<file path="config.mk">
export PLATFORM = sky130hd
export DESIGN_NAME = pipe_control_unit_flat
export DESIGN_NICKNAME = d
export VERILOG_FILES = /design/src/rtl/pipe_control_unit_if.sv /design/src/rtl/pipe_control_unit.sv /design/src/flat_wrapper.sv
export SDC_FILE = /design/constraint.sdc
export NUM_CORES = 1
export LEC_CHECK = 0
export CORE_MARGIN = 8
export CORE_UTILIZATION = 45
export CTS_CLUSTER_SIZE = 14
export DETAILED_ROUTE_END_ITERATION = 7
export PLACE_DENSITY_LB_ADDON = 0.25
export SLEW_MARGIN = 20
export SYNTH_ARGS = -nofsm -noshare
export SYNTH_HDL_FRONTEND = slang
export SYNTH_SLANG_ARGS = --single-unit
</file>
<file path="constraint.sdc">
create_clock -name clock -period 2.5 [get_ports clock]
set_clock_uncertainty 0.15 [all_clocks]
set_input_delay 0.375 -clock clock [delete_from_list [all_inputs] [get_ports clock]]
set_output_delay 0.375 -clock clock [all_outputs]
set_load 0.05 [all_outputs]
</file>
<file path="src/rtl/pipe_control_unit_if.sv">
// Pipeline control bundle: D-stage instruction in, stall/flush, multdiv handshake and X/M/W controls out.
// Latency: wires only; timing belongs to pipe_control_unit.
// Backpressure: none here; stall_fd is the hold request back to the front end.
//
// Ports: master = datapath side (drives the instruction and status inputs);
//        slave  = pipe_control_unit (drives stall/flush, multdiv handshake and stage controls).
interface pipe_control_unit_if #(
    parameter int CNT_W = 8
);
    logic [31:0]      insn_d;
    logic             insn_valid_d;
    logic             branch_taken_x;
    logic             md_ready;

    logic             stall_fd;
    logic             flush_fd;
    logic             md_start;
    logic             md_is_div;
    logic             md_timeout;
    logic [CNT_W-1:0] md_count;

    logic             x_valid;
    logic             x_alu_in_b;
    logic             x_br;
    logic             x_brlt;
    logic             x_jp;
    logic             x_jr;
    logic             x_md;
    logic [4:0]       x_alu_op;

    logic             m_valid;
    logic             m_dmwe;

    logic             w_valid;
    logic             w_we;
    logic             w_rwd;
    logic             w_jal;
    logic [4:0]       w_rd;

    modport master (
        output insn_d, insn_valid_d, branch_taken_x, md_ready,
        input  stall_fd, flush_fd, md_start, md_is_div, md_timeout, md_count,
        input  x_valid, x_alu_in_b, x_br, x_brlt, x_jp, x_jr, x_md, x_alu_op,
        input  m_valid, m_dmwe,
        input  w_valid, w_we, w_rwd, w_jal, w_rd
    );

    modport slave (
        input  insn_d, insn_valid_d, branch_taken_x, md_ready,
        output stall_fd, flush_fd, md_start, md_is_div, md_timeout, md_count,
        output x_valid, x_alu_in_b, x_br, x_brlt, x_jp, x_jr, x_md, x_alu_op,
        output m_valid, m_dmwe,
        output w_valid, w_we, w_rwd, w_jal, w_rd
    );
endinterface

</file>
<file path="src/rtl/pipe_control_unit.sv">
// 5-stage pipeline control: D decode, X/M/W control registers, load-use stall, branch flush, mul/div hold.
// Latency: controls of a D instruction accepted at cycle N appear in X at N+1, M at N+2, W at N+3.
// Backpressure: stall_fd holds the front end (load-use one cycle, mul/div until md_ready or timeout).
//
// Ports: clock, reset (sync, active-high); bus = pipe_control_unit_if.slave carrying insn_d/insn_valid_d,
//        branch_taken_x, md_ready in and stall_fd, flush_fd, md_* handshake, x_/m_/w_ controls out.
module pipe_control_unit #(
    parameter int MD_MAX_CYCLES = 33,
    parameter int CNT_W         = 8
) (
    input  logic               clock,
    input  logic               reset,
    pipe_control_unit_if.slave bus
);
    localparam logic [4:0] OP_RTYPE = 5'b00000;
    localparam logic [4:0] OP_J     = 5'b00001;
    localparam logic [4:0] OP_BNE   = 5'b00010;
    localparam logic [4:0] OP_JAL   = 5'b00011;
    localparam logic [4:0] OP_JR    = 5'b00100;
    localparam logic [4:0] OP_ADDI  = 5'b00101;
    localparam logic [4:0] OP_BLT   = 5'b00110;
    localparam logic [4:0] OP_SW    = 5'b00111;
    localparam logic [4:0] OP_LW    = 5'b01000;
    localparam logic [4:0] OP_SETX  = 5'b10101;
    localparam logic [4:0] OP_BEX   = 5'b10110;
    localparam logic [4:0] ALU_MUL  = 5'b00110;
    localparam logic [4:0] ALU_DIV  = 5'b00111;
    localparam logic [4:0] ALU_NOP  = 5'b01000;

    // X stage carries everything later stages and the hazard logic need.
    typedef struct packed {
        logic       valid;
        logic [4:0] alu_op;
        logic       alu_in_b;
        logic       br;
        logic       brlt;
        logic       jp;
        logic       jr;
        logic       md;
        logic       div;
        logic       lw;
        logic       dmwe;
        logic       rwd;
        logic       jal;
        logic       we;
        logic [4:0] rd;
    } x_ctl_t;

    typedef struct packed {
        logic       valid;
        logic       dmwe;
        logic       rwd;
        logic       jal;
        logic       we;
        logic [4:0] rd;
    } m_ctl_t;

    typedef struct packed {
        logic       valid;
        logic       we;
        logic       rwd;
        logic       jal;
        logic [4:0] rd;
    } w_ctl_t;

    typedef enum logic {IDLE, BUSY} md_state_t;

    logic [31:0] insn;
    logic [4:0]  op, alu, f_rd, f_rs, f_rt;
    logic        unused_insn_bits;

    assign insn             = bus.insn_d;
    assign op               = insn[31:27];
    assign alu              = insn[6:2];
    assign f_rd             = insn[26:22];
    assign f_rs             = insn[21:17];
    assign f_rt             = insn[16:12];
    assign unused_insn_bits = ^{insn[11:7], insn[1:0]};

    x_ctl_t    d_ctl, x_q;
    m_ctl_t    m_d, m_q;
    w_ctl_t    w_q;
    md_state_t state_q, state_d;
    logic [CNT_W-1:0] cnt_q, cnt_d;

    logic use_rd, use_rs, use_rt, use_r30;
    logic load_use, md_active, at_max;
    logic md_hold, md_start, md_timeout, stall_fd, flush_fd;

    // ---------------- D-stage decode ----------------
    always_comb begin
        d_ctl   = '0;
        use_rd  = 1'b0;
        use_rs  = 1'b0;
        use_rt  = 1'b0;
        use_r30 = 1'b0;
        d_ctl.rd = f_rd;
        case (op)
            OP_RTYPE: begin
                use_rs       = 1'b1;
                use_rt       = 1'b1;
                d_ctl.md     = (alu == ALU_MUL) || (alu == ALU_DIV);
                d_ctl.div    = (alu == ALU_DIV);
                d_ctl.alu_op = d_ctl.md ? 5'd0 : alu;
                d_ctl.we     = (alu != ALU_NOP);
            end
            OP_ADDI: begin
                use_rs         = 1'b1;
                d_ctl.alu_in_b = 1'b1;
                d_ctl.we       = 1'b1;
            end
            OP_LW: begin
                use_rs         = 1'b1;
                d_ctl.alu_in_b = 1'b1;
                d_ctl.we       = 1'b1;
                d_ctl.rwd      = 1'b1;
                d_ctl.lw       = 1'b1;
            end
            OP_SW: begin
                use_rs         = 1'b1;
                use_rd         = 1'b1;
                d_ctl.alu_in_b = 1'b1;
                d_ctl.dmwe     = 1'b1;
            end
            OP_J:   d_ctl.jp = 1'b1;
            OP_JAL: begin
                d_ctl.jp  = 1'b1;
                d_ctl.jal = 1'b1;
                d_ctl.we  = 1'b1;
                d_ctl.rd  = 5'd31;
            end
            OP_BNE: begin
                use_rd       = 1'b1;
                use_rs       = 1'b1;
                d_ctl.br     = 1'b1;
                d_ctl.alu_op = 5'd1;
            end
            OP_BLT: begin
                use_rd       = 1'b1;
                use_rs       = 1'b1;
                d_ctl.brlt   = 1'b1;
                d_ctl.alu_op = 5'd1;
            end
            OP_JR: begin
                use_rd   = 1'b1;
                d_ctl.jr = 1'b1;
            end
            OP_BEX: begin
                use_r30      = 1'b1;
                d_ctl.jp     = 1'b1;
                d_ctl.alu_op = 5'd1;
            end
            OP_SETX: begin
                d_ctl.we = 1'b1;
                d_ctl.rd = 5'd30;
            end
            default: ;
        endcase
        d_ctl.valid = 1'b1;
        if (!bus.insn_valid_d) begin
            d_ctl = '0;
        end
    end

    // A load in X can only forward after M, so a dependent D instruction waits one cycle.
    assign load_use = x_q.valid && x_q.lw && (x_q.rd != 5'd0) && bus.insn_valid_d &&
                      ((use_rs  && (f_rs == x_q.rd)) ||
                       (use_rt  && (f_rt == x_q.rd)) ||
                       (use_rd  && (f_rd == x_q.rd)) ||
                       (use_r30 && (x_q.rd == 5'd30)));

    assign md_active = x_q.valid && x_q.md;
    assign at_max    = (cnt_q == CNT_W'(MD_MAX_CYCLES - 1));

    // ---------------- mul/div FSM: state register ----------------
    always_ff @(posedge clock) begin
        if (reset) begin
            state_q <= IDLE;
            cnt_q   <= '0;
        end else begin
            state_q <= state_d;
            cnt_q   <= cnt_d;
        end
    end

    // ---------------- mul/div FSM: next state ----------------
    always_comb begin
        state_d = state_q;
        cnt_d   = cnt_q;
        case (state_q)
            IDLE: begin
                if (md_active) begin
                    state_d = BUSY;
                    cnt_d   = '0;
                end
            end
            BUSY: begin
                cnt_d = cnt_q + CNT_W'(1);
                if (bus.md_ready || at_max) begin
                    state_d = IDLE;
                end
            end
            default: state_d = IDLE;
        endcase
    end

    // ---------------- mul/div FSM: outputs and front-end control ----------------
    always_comb begin
        md_start   = 1'b0;
        md_timeout = 1'b0;
        md_hold    = 1'b0;
        case (state_q)
            IDLE: begin
                if (md_active) begin
                    md_start = 1'b1;
                    md_hold  = 1'b1;
                end
            end
            BUSY: begin
                if (bus.md_ready) begin
                    md_hold = 1'b0;
                end else if (at_max) begin
                    md_timeout = 1'b1;
                end else begin
                    md_hold = 1'b1;
                end
            end
            default: ;
        endcase
        // A mul/div in X cannot be a branch, so a taken indication then is stale.
        flush_fd = bus.branch_taken_x && !md_active;
        // A flush squashes the dependent instruction, so there is nothing left to stall.
        stall_fd = md_hold || (load_use && !flush_fd);
    end

    // A timed-out mul/div still retires, but must not write a register.
    always_comb begin
        m_d.valid = x_q.valid;
        m_d.dmwe  = x_q.dmwe;
        m_d.rwd   = x_q.rwd;
        m_d.jal   = x_q.jal;
        m_d.we    = x_q.we && !md_timeout;
        m_d.rd    = x_q.rd;
    end

    // ---------------- stage registers ----------------
    always_ff @(posedge clock) begin
        if (reset) begin
            x_q <= '0;
            m_q <= '0;
            w_q <= '0;
        end else begin
            w_q <= '{valid: m_q.valid, we: m_q.we, rwd: m_q.rwd, jal: m_q.jal, rd: m_q.rd};
            if (md_hold) begin
                m_q <= '0;
            end else begin
                m_q <= m_d;
            end
            if (!md_hold) begin
                if (flush_fd || load_use) begin
                    x_q <= '0;
                end else begin
                    x_q <= d_ctl;
                end
            end
        end
    end

    assign bus.stall_fd   = stall_fd;
    assign bus.flush_fd   = flush_fd;
    assign bus.md_start   = md_start;
    assign bus.md_timeout = md_timeout;
    assign bus.md_is_div  = md_active && x_q.div;
    assign bus.md_count   = cnt_q;

    assign bus.x_valid    = x_q.valid;
    assign bus.x_alu_in_b = x_q.alu_in_b;
    assign bus.x_br       = x_q.br;
    assign bus.x_brlt     = x_q.brlt;
    assign bus.x_jp       = x_q.jp;
    assign bus.x_jr       = x_q.jr;
    assign bus.x_md       = x_q.md;
    assign bus.x_alu_op   = x_q.alu_op;

    assign bus.m_valid    = m_q.valid;
    assign bus.m_dmwe     = m_q.dmwe;

    assign bus.w_valid    = w_q.valid;
    assign bus.w_we       = w_q.we;
    assign bus.w_rwd      = w_q.rwd;
    assign bus.w_jal      = w_q.jal;
    assign bus.w_rd       = w_q.rd;
endmodule
</file>
<file path="src/flat_wrapper.sv">
// flat-port wrapper written by rule: the top's interface ports become plain ports
module pipe_control_unit_flat 
#(
    parameter int MD_MAX_CYCLES = 33,
    parameter int CNT_W         = 8
)
  (clock, reset, bus_insn_d, bus_insn_valid_d, bus_branch_taken_x, bus_md_ready, bus_stall_fd, bus_flush_fd, bus_md_start, bus_md_is_div, bus_md_timeout, bus_md_count, bus_x_valid, bus_x_alu_in_b, bus_x_br, bus_x_brlt, bus_x_jp, bus_x_jr, bus_x_md, bus_x_alu_op, bus_m_valid, bus_m_dmwe, bus_w_valid, bus_w_we, bus_w_rwd, bus_w_jal, bus_w_rd);
  pipe_control_unit_if #(.CNT_W(CNT_W)) bus_i ();
  input  logic clock;
  input  logic reset;
  input wire logic [$bits(bus_i.insn_d)-1:0] bus_insn_d;
  input wire logic [$bits(bus_i.insn_valid_d)-1:0] bus_insn_valid_d;
  input wire logic [$bits(bus_i.branch_taken_x)-1:0] bus_branch_taken_x;
  input wire logic [$bits(bus_i.md_ready)-1:0] bus_md_ready;
  output wire logic [$bits(bus_i.stall_fd)-1:0] bus_stall_fd;
  output wire logic [$bits(bus_i.flush_fd)-1:0] bus_flush_fd;
  output wire logic [$bits(bus_i.md_start)-1:0] bus_md_start;
  output wire logic [$bits(bus_i.md_is_div)-1:0] bus_md_is_div;
  output wire logic [$bits(bus_i.md_timeout)-1:0] bus_md_timeout;
  output wire logic [$bits(bus_i.md_count)-1:0] bus_md_count;
  output wire logic [$bits(bus_i.x_valid)-1:0] bus_x_valid;
  output wire logic [$bits(bus_i.x_alu_in_b)-1:0] bus_x_alu_in_b;
  output wire logic [$bits(bus_i.x_br)-1:0] bus_x_br;
  output wire logic [$bits(bus_i.x_brlt)-1:0] bus_x_brlt;
  output wire logic [$bits(bus_i.x_jp)-1:0] bus_x_jp;
  output wire logic [$bits(bus_i.x_jr)-1:0] bus_x_jr;
  output wire logic [$bits(bus_i.x_md)-1:0] bus_x_md;
  output wire logic [$bits(bus_i.x_alu_op)-1:0] bus_x_alu_op;
  output wire logic [$bits(bus_i.m_valid)-1:0] bus_m_valid;
  output wire logic [$bits(bus_i.m_dmwe)-1:0] bus_m_dmwe;
  output wire logic [$bits(bus_i.w_valid)-1:0] bus_w_valid;
  output wire logic [$bits(bus_i.w_we)-1:0] bus_w_we;
  output wire logic [$bits(bus_i.w_rwd)-1:0] bus_w_rwd;
  output wire logic [$bits(bus_i.w_jal)-1:0] bus_w_jal;
  output wire logic [$bits(bus_i.w_rd)-1:0] bus_w_rd;
  assign bus_i.insn_d = bus_insn_d;
  assign bus_i.insn_valid_d = bus_insn_valid_d;
  assign bus_i.branch_taken_x = bus_branch_taken_x;
  assign bus_i.md_ready = bus_md_ready;
  assign bus_stall_fd = bus_i.stall_fd;
  assign bus_flush_fd = bus_i.flush_fd;
  assign bus_md_start = bus_i.md_start;
  assign bus_md_is_div = bus_i.md_is_div;
  assign bus_md_timeout = bus_i.md_timeout;
  assign bus_md_count = bus_i.md_count;
  assign bus_x_valid = bus_i.x_valid;
  assign bus_x_alu_in_b = bus_i.x_alu_in_b;
  assign bus_x_br = bus_i.x_br;
  assign bus_x_brlt = bus_i.x_brlt;
  assign bus_x_jp = bus_i.x_jp;
  assign bus_x_jr = bus_i.x_jr;
  assign bus_x_md = bus_i.x_md;
  assign bus_x_alu_op = bus_i.x_alu_op;
  assign bus_m_valid = bus_i.m_valid;
  assign bus_m_dmwe = bus_i.m_dmwe;
  assign bus_w_valid = bus_i.w_valid;
  assign bus_w_we = bus_i.w_we;
  assign bus_w_rwd = bus_i.w_rwd;
  assign bus_w_jal = bus_i.w_jal;
  assign bus_w_rd = bus_i.w_rd;
  pipe_control_unit #(.MD_MAX_CYCLES(MD_MAX_CYCLES), .CNT_W(CNT_W)) u_core (.clock(clock), .reset(reset), .bus(bus_i));
endmodule
</file>
==> impl_metrics.json <==
{
  "status": "completed",
  "synth_top_cell_by_area": "dfxtp_1",
  "remaining_drc_errors": 0,
  "die_x_um": 90.8,
  "p_sw_uw": 371,
  "power_mw": 1.58,
  "synthMuxAreaShare": 0.0124,
  "dr.pass1.iters": 4,
  "coreArea_mm2": 0.00547,
  "crit_chain": "or4_4 -> o211ai_1 -> a31oi_4 -> a21o_2 -> buf_12",
  "drv_slew": 0,
  "start_kind": "flop",
  "cts_max_level": 2,
  "worstSetupPathType": "reg2out",
  "cts_root_buf": "clkbuf_8",
  "cts_tree": "yes",
  "final.setup.tns_ns": 0,
  "cp_slowest_cell": "or4_4",
  "port-buffer-count": 65,
  "antennaDiodeCount": 0,
  "initial_core_util": 0.460,
  "postRouteAntennaNets": 0,
  "synth-async-reset-ratio": 0,
  "synth_compound_area_frac": 0.154,
  "synth_ff_type": "dfxtp_1",
  "slowest_delay_ns": 0.52,
  "synth-simple-area-share": 0.255,
  "synth_fa_ha_area_frac": 0.0139,
  "hold_viol_final": 0,
  "setup_ws_ns": 0.00493,
  "min_from": "u_core.m_q[4]",
  "syn_avg_cell_area_um2": 9.51,
  "drv_cap": 0,
  "arrival_ns": 1.97,
  "grt_pass1_wl_mm": 10.2,
  "synth_edf_count": 0,
  "antenna_found_initial": 0,
  "synth-seq-cells": 50,
  "area_growth_pct": 39.2,
  "p_comb_frac": 0.123,
  "instances_no_fill": 420,
  "first_global_vias": 2232,
  "drt_wl_total_mm": 6.18,
  "ir_drop_mv": 0.326,
  "critPathLaunch": "u_core.m_d[1]",
  "place_ws_ns": -0.179,
  "rsz0062_at_grt": "yes",
  "syn_area_mm2": 0.00252,
  "endpoint_kind": "output pin",
  "gr-total-overflow": 0,
  "synth_cell_type_count": 61,
  "hp-class": "reg2reg",
  "dp_cells": 407,
  "cts.reportedPaths.clkPinSlew_ns": 0.09,
  "synth_area_leaders": "dfxtp_1 (40%), clkbuf_8 (5.5%), o31ai_2 (4.5%)",
  "gp_congestion": 0.821,
  "min_period_ns": 2.50,
  "grt_max_degree": 23,
  "grt_usage": 0.149,
  "internal-power_mw": 1.20,
  "die_height_um": 90.8,
  "rows": 27,
  "slew_headroom": 0.652,
  "r2r-start": "u_core.m_d[1]",
  "post-route-util": 0.641,
  "power_density_mw_per_mm2": 449,
  "cts_max_path_buffers": 2,
  "yosysWarnings": 0,
  "worst_pin_slew_ns": 0.509,
  "routed_via_density": 5.21,
  "drtIter0Drc": 102,
  "synth_top_family_by_area": "simple AND/OR/NAND/NOR gates",
  "die-area_mm2": 0.00825,
  "p_leak_nw": 1.36,
  "crit_path_max_fanout": 7,
  "cts_num_sinks": 50,
  "seq_area_frac_synth": 0.397,
  "hpwl_mm": 4.60,
  "clkPwrFrac": 0.363,
  "finalSetupViolations": 0,
  "nets": 386,
  "p_sw_frac": 0.236,
  "synth_xor_area_frac": 0.0591,
  "cp.required_ns": 1.98,
  "synthesis.nets": 304,
  "num_io_pins": 73,
  "routedWlPerCell_um": 14.7,
  "fin_crit_sh": 0.998,
  "insertion_delay_ns": 0.30,
  "final_layout_size_suffix_gt1_frac": 0.253,
  "max_freq_ghz": 0.401,
  "yosysTopAreaCellShare": 0.397,
  "vias": 2189,
  "syn_inst": 265,
  "numCtsBuffers": 5,
  "seqPwrFrac": 0.514
}
[path summary, 6_finish.rpt]
path                                            to  slack [ns]  cells after the start
worst max-delay path                  bus_stall_fd       0.005                      5
worst min-delay path            u_core.bus.w_rd[4]        0.29                      1
worst max register to register      u_core.x_q[10]        0.14                     10
worst min register to register  u_core.bus.w_rd[4]        0.29                      1
[per-stage QoR]
stage	hold slack (ns)	cell area, um2
after floorplan	0.260	2530
after global placement	0.269	3270
after detailed placement	0.274	3270
after CTS	0.292	3430
after global routing	0.303	3510
final	0.292	3510
[synth_stat cells (5+ instances only)]
cell	count
xor2_1	11
clkbuf_8	10
dfxtp_1	50
inv_1	5
nand2_1	28
o21ai_0	10
xnor2_1	6
o31ai_2	9
clkbuf_1	5
buf_4	5
nor2_1	13
a21oi_1	10
nand3_1	10
nor2b_1	11
nand4_1	8
nor3_1	6
and2_1	9
[logic make-up (layout without fill, tap and decap cells)]
logic type	Yosys count	count (layout)
flip-flops	50	50
AO/OA/AOI/OAI	51	51
XOR/XNOR	17	17
AND/OR/NAND/NOR	112	112
buffers and inverters	29	112
multiplexers	3	3
adder cells (fa/ha/maj)	3	3
[metal layers]
metal,part of all wire,GRT usage,vias to the layer above
met1,0.41,0.162,1039
met5,0,0,-
met4,0.014,0.0559,0
met3,0.055,0.0466,7
met2,0.52,0.263,51
li1,-,-,1092
[what timing repair did]
action | CTS | global route
setup buffers | 4 | 1
resized for setup | 15 | 14
pin swaps | 6 | 6
hold buffers | 0 | 0
endpoints found under the setup margin | 1 | 1
[area by class of cell]
type | count | area, um2
Fill cell | 471 | 1970
Tap cell | 72 | 90.1
Timing Repair Buffer | 99 | 937
Clock buffer | 5 | 68.8
Multi-Input combinational cell | 186 | 1340
Clock inverter | 3 | 43.8
Inverter | 5 | 18.8
Sequential cell | 50 | 1010
[cells in the final DEF, fill, tap and decap left out, drive strengths merged, types with 2 or more instances in the layout]
master	instances
a21boi	2
a21o	2
a21oi	11
a31oi	2
and2	9
and2b	2
and3	3
and4b	3
buf	38
clkbuf	5
clkdlybuf4s50	52
dfxtp	50
dlygate4sd2	6
dlymetal6s2s	3
ha	2
inv	6
mux2i	2
nand2	29
nand3	10
nand3b	2
nand4	8
nor2	13
nor2b	11
nor3	6
nor4	2
o211ai	3
o21ai	11
o311ai	2
o31ai	9
or2	2
or3	3
or4	3
xnor2	6
xor2	11
[sequential cells by signal (all words and copies together) (netlist names)]
| register | flops |
|---|---|
| u_core.x_q | 2 |
| u_core.bus.w_rwd | 1 |
| u_core.state_q | 1 |
| u_core.bus.x_jp | 1 |
| u_core.m_q | 8 |
| u_core.bus.w_jal | 1 |
| u_core.bus.m_valid | 1 |
| u_core.bus.x_alu_op | 5 |
| u_core.bus.x_md | 1 |
| u_core.bus.x_valid | 1 |
| u_core.bus.md_count | 8 |
| u_core.bus.x_alu_in_b | 1 |
| u_core.bus.w_rd | 5 |
| u_core.bus.x_br | 1 |
| u_core.bus.x_jr | 1 |
| u_core.bus.m_dmwe | 1 |
| u_core.bus.w_valid | 1 |
| u_core.m_d | 8 |
| u_core.bus.x_brlt | 1 |
| u_core.bus.w_we | 1 |
[power by group through the flow]
stage	sequential, mW	combinational [mW]	clock [mW]
2_1_floorplan	0.835	0.0949	0
3_3_place_gp	0.830	0.185	0
3_5_place_dp	0.830	0.186	0
4_1_cts	0.812	0.188	0.586
5_1_grt	0.812	0.208	0.625
6_report	0.811	0.194	0.572
[worst max-delay path: cells and delay by family, from the launching register on]
family | cells | cell delay [ns]
DFF | 1 | 0.38
and+or+nand+nor | 1 | 0.52
AOI/OAI and AO/OA | 3 | 0.62
buffers and inverters | 1 | 0.15
No activity file was read; power rests on OpenSTA's default activity.
